**config.mk**
```make
export PLATFORM = sky130hd
export DESIGN_NAME = dram_uart_dumper
export DESIGN_NICKNAME = d
export VERILOG_FILES = /design/src/rtl/dram_uart_dumper.sv
export SDC_FILE = /design/constraint.sdc
export NUM_CORES = 1
export LEC_CHECK = 0
export BUFFER_PORTS_ARGS = -buffer_cell sky130_fd_sc_hd__buf_2
export CAP_MARGIN = 20
export CORE_MARGIN = 8
export CORE_UTILIZATION = 60
export CTS_CLUSTER_DIAMETER = 60
export CTS_CLUSTER_SIZE = 12
export DETAILED_ROUTE_END_ITERATION = 7
export PLACE_DENSITY = 0.85
export SLEW_MARGIN = 10
export SYNTH_ARGS = -nofsm -noshare
export SYNTH_HDL_FRONTEND = slang
export SYNTH_SLANG_ARGS = --single-unit
```
**constraint.sdc**
```tcl
create_clock -name clock -period 2.5 [get_ports clock]
set_input_delay 0.5 -clock clock [delete_from_list [all_inputs] [get_ports clock]]
set_output_delay 0.5 -clock clock [all_outputs]
set_load 0.01 [all_outputs]
```
**src/rtl/dram_uart_dumper.sv**
```systemverilog
// Post-run DRAM dumper: after the processor finishes, streams a fixed DRAM window
// out as UART 8N1 frames while holding ownership of the DRAM address port.
module dram_uart_dumper #(
    parameter int unsigned CLKS_PER_BIT = 5208,
    parameter logic [15:0] START_ADDR   = 16'h0000,
    parameter logic [15:0] LENGTH       = 16'd256
) (
    input  logic        clock,
    input  logic        reset,
    input  logic        start,
    input  logic [7:0]  ram_out,
    output logic [15:0] dram_addr,
    output logic        dram_owner,
    output logic        tx,
    output logic        busy,
    output logic        done
);

    typedef enum logic [2:0] {
        S_IDLE  = 3'd0,
        S_ADDR  = 3'd1,
        S_LOAD  = 3'd2,
        S_START = 3'd3,
        S_DATA  = 3'd4,
        S_STOP  = 3'd5,
        S_DONE  = 3'd6
    } state_t;

    localparam logic [15:0] BAUD_LAST = 16'(CLKS_PER_BIT - 1);
    localparam logic [15:0] LAST_BYTE = LENGTH - 16'd1;
    localparam logic        EMPTY_RUN = (LENGTH == 16'd0);

    state_t      state_r;
    state_t      state_s;
    logic        start_d_r;
    logic [15:0] addr_r;
    logic [15:0] addr_s;
    logic [15:0] byte_cnt_r;
    logic [15:0] byte_cnt_s;
    logic [15:0] baud_r;
    logic [15:0] baud_s;
    logic [2:0]  bit_idx_r;
    logic [2:0]  bit_idx_s;
    logic [7:0]  shift_r;
    logic [7:0]  shift_s;
    logic        tx_r;
    logic        tx_s;
    logic        busy_r;
    logic        busy_s;
    logic        done_r;
    logic        done_s;
    logic        start_edge_s;
    logic        baud_end_s;

    assign start_edge_s = start & ~start_d_r;
    assign baud_end_s   = (baud_r == BAUD_LAST);

    // Line level is registered from the current state, so it lags the FSM by one cycle
    function automatic logic line_level(input state_t st, input logic [7:0] sh, input logic [2:0] idx);
        logic lvl;
        case (st)
            S_START: lvl = 1'b0;
            S_DATA:  lvl = sh[idx];
            default: lvl = 1'b1;
        endcase
        return lvl;
    endfunction

    // State register
    always_ff @(posedge clock or posedge reset) begin
        if (reset) begin
            state_r <= S_IDLE;
        end else begin
            state_r <= state_s;
        end
    end

    // Datapath and output registers
    always_ff @(posedge clock or posedge reset) begin
        if (reset) begin
            start_d_r  <= 1'b0;
            addr_r     <= START_ADDR;
            byte_cnt_r <= 16'd0;
            baud_r     <= 16'd0;
            bit_idx_r  <= 3'd0;
            shift_r    <= 8'd0;
            tx_r       <= 1'b1;
            busy_r     <= 1'b0;
            done_r     <= 1'b0;
        end else begin
            start_d_r  <= start;
            addr_r     <= addr_s;
            byte_cnt_r <= byte_cnt_s;
            baud_r     <= baud_s;
            bit_idx_r  <= bit_idx_s;
            shift_r    <= shift_s;
            tx_r       <= tx_s;
            busy_r     <= busy_s;
            done_r     <= done_s;
        end
    end

    // Next-state and datapath update
    always_comb begin
        state_s    = state_r;
        addr_s     = addr_r;
        byte_cnt_s = byte_cnt_r;
        baud_s     = baud_r;
        bit_idx_s  = bit_idx_r;
        shift_s    = shift_r;
        busy_s     = busy_r;
        done_s     = done_r;
        tx_s       = line_level(state_r, shift_r, bit_idx_r);

        case (state_r)
            S_IDLE, S_DONE: begin
                if (start_edge_s) begin
                    if (EMPTY_RUN) begin
                        state_s = S_DONE;
                        busy_s  = 1'b0;
                        done_s  = 1'b1;
                    end else begin
                        state_s    = S_ADDR;
                        addr_s     = START_ADDR;
                        byte_cnt_s = 16'd0;
                        busy_s     = 1'b1;
                        done_s     = 1'b0;
                    end
                end else begin
                    state_s = state_r;
                end
            end
            S_ADDR: begin
                state_s = S_LOAD;
            end
            S_LOAD: begin
                shift_s = ram_out;
                baud_s  = 16'd0;
                state_s = S_START;
            end
            S_START: begin
                if (baud_end_s) begin
                    baud_s    = 16'd0;
                    bit_idx_s = 3'd0;
                    state_s   = S_DATA;
                end else begin
                    baud_s = baud_r + 16'd1;
                end
            end
            S_DATA: begin
                if (baud_end_s) begin
                    baud_s = 16'd0;
                    if (bit_idx_r == 3'd7) begin
                        state_s = S_STOP;
                    end else begin
                        bit_idx_s = bit_idx_r + 3'd1;
                    end
                end else begin
                    baud_s = baud_r + 16'd1;
                end
            end
            S_STOP: begin
                if (baud_end_s) begin
                    baud_s = 16'd0;
                    if (byte_cnt_r == LAST_BYTE) begin
                        state_s = S_DONE;
                        busy_s  = 1'b0;
                        done_s  = 1'b1;
                    end else begin
                        byte_cnt_s = byte_cnt_r + 16'd1;
                        addr_s     = addr_r + 16'd1;
                        state_s    = S_ADDR;
                    end
                end else begin
                    baud_s = baud_r + 16'd1;
                end
            end
            default: begin
                state_s = S_IDLE;
                busy_s  = 1'b0;
                done_s  = 1'b0;
                tx_s    = 1'b1;
            end
        endcase
    end

    assign dram_addr  = addr_r;
    assign dram_owner = busy_r;
    assign busy       = busy_r;
    assign done       = done_r;
    assign tx         = tx_r;

endmodule
```
### After elaboration in Yosys (flattened, before gate mapping)

Cells that the tools add are included.

* register bits: 66
* word-level logic and storage cells: 79
* output and inout port bits: 20

* equal/unequal tests: 17
* $add $sub $neg: 4
* $lt $le $gt $ge: 1
* bitwise logic cells: 3
* reduce and logical (&&, ||, !) cells: 12
* mux-type cells: 32

Operators by type and width (count)
* $mux 16: 6
* $pmux 16 s2: 3
* $add 16x1->16 const B: 3
* $mux 3: 9
* $pmux 3 s6: 1
* $eq 16x13->1 const B: 1
* $eq 16x8->1 const B: 1
* $ne 2x2->1 const B: 8
* $eq 3x3->1 const B: 4
* $reduce_and 4->1: 3
* $mux 1: 8
* $reduce_or 7->1: 1
* $eq 3x2->1 const B: 2
* $pmux 1 s3: 2
* $pmux 3 s2: 1
* $reduce_bool 2->1: 3
* $reduce_and 5->1: 1
* $lt 3x4->1 const B: 1
* $reduce_or 4->1: 1
* $add 3x1->3 const B: 1
* $bmux 1 s3: 1
* $eq 3x1->1 const B: 1
* $logic_not 3->1: 1
* $reduce_or 3->1: 1
* 4 further kinds: 5

### Depth between registers and ports, before layout

* depth after elaboration: 4
* mapped depth: 9
* gate-level depth less buffers: 6

### Worst setup path before layout

Ideal clock, no wire load.

* kind: register to register
* from: register baud_r[0]
* to: register addr_r[10], in the netlist dram_addr[10]
* data required time: 2422 ps
* path slack: 489 ps
* period minus slack after synthesis: 2011 ps
* path buffers: 2
* cell stages (with the launch flop): 9
* arrival time: 1933 ps
* path through: dfrtp_1 ha_1 nor3b_1 and4_1 buf_4 nor2_2 buf_2 or4_1 a21oi_1

* cells in the longest elaborated chain, start to end: 3

Ends and longest elaborated chain
* start: declaration: line 40 `logic [15:0] baud_r;`
* start signal: assignment: line 94 `baud_r <= baud_s;`
* $eq 16x13->1: line 56 `assign baud_end_s = (baud_r == BAUD_LAST);`
* $ne 2x2->1 (no source line)
* $reduce_and 4->1 (no source line)
* end signal: assignment: line 92 `addr_r <= addr_s;`
* end: declaration: line 36 `logic [15:0] addr_r;`

No other way between the ends.
A chain may end at the register's enable or synchronous reset.

### Final worst setup path

* from: register byte_cnt_r[0]
* to: register addr_r[10], in the netlist dram_addr[10]

* cells in the longest elaborated chain, start to end: 3

Ends and longest elaborated chain
* start: declaration: line 38 `logic [15:0] byte_cnt_r;`
* start signal: assignment: line 93 `byte_cnt_r <= byte_cnt_s;`
* $eq 16x8->1: line 165 `if (byte_cnt_r == LAST_BYTE) begin`
* $ne 2x2->1 (no source line)
* $reduce_and 4->1 (no source line)

No other way between the ends.

==> impl_metrics.toml <==
[global_routing]
grt_usage = 0.2180
grt_pass1_wl_um = 15680
grt_max_degree = 46
grt_antenna_before_repair = 0
overflow = 0
grt_pass1_vias = 3316

[sta]
period_needed_ns = 2.254
max_slew.worst_pin.slew_ns = 0.7324
finalHoldViolations = 0
max_freq_ghz = 0.4437
finalSetupViolCount = 0
fin_tns_setup_ns = 0
rsz0062_at_grt = "false"
clock_skew_ns = 0.008376
slew_headroom = 0.5080
slew_viol_final = 0
finalCritPeriodShare = 0.9015
fin_ws_ns = 0.2463

[synthesis]
syn_nets = 414
yosysMostFrequentCell = "dfrtp_1"
yosysUniqueCellTypes = 56
ys_seq_area_frac = 0.4402
yosysTopAreaCell = "dfrtp_1"
netlist_area_um2 = 3755
avgSynthCellArea_um2 = 9.434
synth_area_leaders = "dfrtp_1, a21oi_1, o21ai_0, nand2_1, mux2_2"
synth_common_cells = "dfrtp_1, a21oi_1, nand2_1"
yosysWarnings = 0
synthCells = 398
synth_top_area_share = 0.4332
synth_edf_count = 0
synth-seq-cells = 66
postSynth.asyncResetShare = 1.000
synthFlopType = "dfrtp_1"

[worst_setup_path]
cp_slowest_stage_delay_ns = 0.51
crit_required_ns = 2.77
cp_max_fo = 34
end_kind = "flip-flop"
cp_slowest_cell = "or4_1"
rr_worst_depth = 7
critPathBufInv = 1
crit_chain = "ha_1 -> and3_1 -> nand4_1 -> a22oi_4 -> buf_12 -> or4_1 -> a21oi_1"
crit_type = "flip-flop to flip-flop"
crit_cells = 7
cp_data_arrival_time_ns = 2.53
crit_family = "simple AND/OR/NAND/NOR gates"
cp-start-kind = "flip-flop"

[routing]
first_pass_iters = 5
drtAntennaViolNets = 0
drt-wirelength-per-cell_um = 17.52
routed_wl_um = 9091
vias = 3348
viasPerCell = 6.451
drc_errors = 0
dr.first_iter.drc_count = 228

[pwr]
p_sw_frac = 0.4002
power_leakage_nw = 1.822
p_switching_mw = 1.618
p_seq_frac = 0.346
ir_drop_mv = 0.6719
pwr-share-clk = 0.247
p_int_mw = 2.425
powerDensity_nw_per_um2 = 938.8
power_frac_comb = 0.407

[run]
max-cap-violations = 0

[clock_network]
cts_tree = "yes"
cts-buffers-inserted = 9
htree_levels = 3
holdBufCountCts = 0
clk_pin_slew_ns = 0.07
clk-insertion-delay-late_ns = 0.35
clockBufferDepth = 2
cts_root_buf = "clkbuf_8"
cts_num_sinks = 66

[place]
post-place-ws_ns = 0.2354
io_buffers = 30
place_congestion = 0.8844
hpwl_um = 6339

[floorplan]
ios = 31
die_w_um = 95.11
start_util = 0.6052
rows = 29
dieArea_um2 = 9046
dieHeight_um = 95.11
core-area_um2 = 6205

[worst_hold_path]
min_path_type = "input pin to asynchronous set/reset pin"

[outcome]
status = "finished, final reports clean"

[layout]
syn2layout_area_growth_pct = 14.70
nNetsFinal = 453
diodes = 0
drive_gt1_frac = 0.2127
-- placed cells by master (no fill, tap or decap), types with 13 or more instances in the layout --
master / instances
dfrtp_1: 65
a21oi_1: 36
nand2_1: 34
buf_2: 30
o21ai_0: 29
nor2_1: 19
buf_4: 18
nand4_1: 15
and3_1: 14
o31ai_1: 14
nand3_1: 13
-- kinds of logic (layout without fill, tap and decap cells) --
logic type | after synthesis | in the layout | share of synthesized area
AND/OR/NAND/NOR | 157 | 157 | 0.2346
buffers and inverters | 32 | 76 | 0.03898
flip-flops | 66 | 66 | 0.4402
XOR/XNOR | 7 | 7 | 0.02033
adder cells (fa/ha/maj) | 5 | 5 | 0.01666
AO/OA/AOI/OAI | 112 | 112 | 0.1883
multiplexers | 19 | 19 | 0.06098
-- what timing repair did --
action                     in CTS  in global routing
buffers inserted                0                  0
setup endpoints to repair       0                  1
gates resized for setup         0                  1
-- final timing paths --
kind | to | from | slack, ns
max | dram_addr[10]$_DFFE_PP0P_ | byte_cnt_r[0]$_DFFE_PP0P_ | 0.25
min | dram_addr[6]$_DFFE_PP0P_ | reset | 0.17
max reg2reg | dram_addr[10]$_DFFE_PP0P_ | byte_cnt_r[0]$_DFFE_PP0P_ | 0.25
min reg2reg | byte_cnt_r[0]$_DFFE_PP0P_ | byte_cnt_r[0]$_DFFE_PP0P_ | 0.50
max in group asynchronous | tx$_DFF_PP1_ | reset | 1.68
min in group clock | start_d_r$_DFF_PP0_ | start | 0.26
-- state kept, by name, indices dropped and copies added (netlist names) --
register    count
tx              1
done            1
shift_r         8
baud_r         16
byte_cnt_r     16
start_d_r       1
dram_addr      16
bit_idx_r       3
state_r         3
busy            1
-- layout make-up --
class,instances,area (um2)
tap,77,96.34
multi-input combinational,300,1961
fill,460,1898
clock buffer,9,123.9
timing repair buffer,51,345.3
clock inverter,7,93.84
sequential,66,1653
inverter,9,33.78
-- metrics by stage --
stage / total power, mW / instances / hold slack, ns / cell area [um2] / util
floorplan: 2.533 / 398 / 0.4716 / 3755 / -
global placement: 2.959 / 503 / 0.4795 / 4084 / 0.6582
detailed placement: 3.026 / 503 / 0.4951 / 4084 / 0.6582
CTS: 4.021 / 519 / 0.1840 / 4302 / 0.6933
global route: 4.282 / 519 / 0.1993 / 4307 / 0.6941
finish: 4.043 / 519 / 0.1657 / 4307 / 0.6941
-- per-layer routing --
layer,vias to the layer above,part of all wire,wire length (um),track usage
met5,-,0,0,0
met4,0,0.020,186,0.1014
met3,18,0.061,554,0.04094
met2,146,0.48,4330,0.3475
met1,1600,0.44,4019,0.2812
li1,1584,-,-,-
-- power by group through the flow --
| stage | registers [mW] | clock network, mW | logic [mW] |
|---|---|---|---|
| floorplan | 1.36 | 0 | 1.17 |
| global placement | 1.41 | 0 | 1.55 |
| detailed placement | 1.42 | 0 | 1.61 |
| CTS | 1.40 | 1.01 | 1.62 |
| global route | 1.42 | 1.06 | 1.80 |
| finish | 1.40 | 0.997 | 1.65 |
-- worst register-to-register path: cells and delay by family (launching register included) --
kind,cells,cell delay [ns]
flip-flops,1,0.40
AND/OR/NAND/NOR,3,0.97
AO/OA/AOI/OAI,2,0.34
adder cells (fa/ha/maj),1,0.27
buffers and inverters,1,0.21
(Power assumes the default switching activity.)
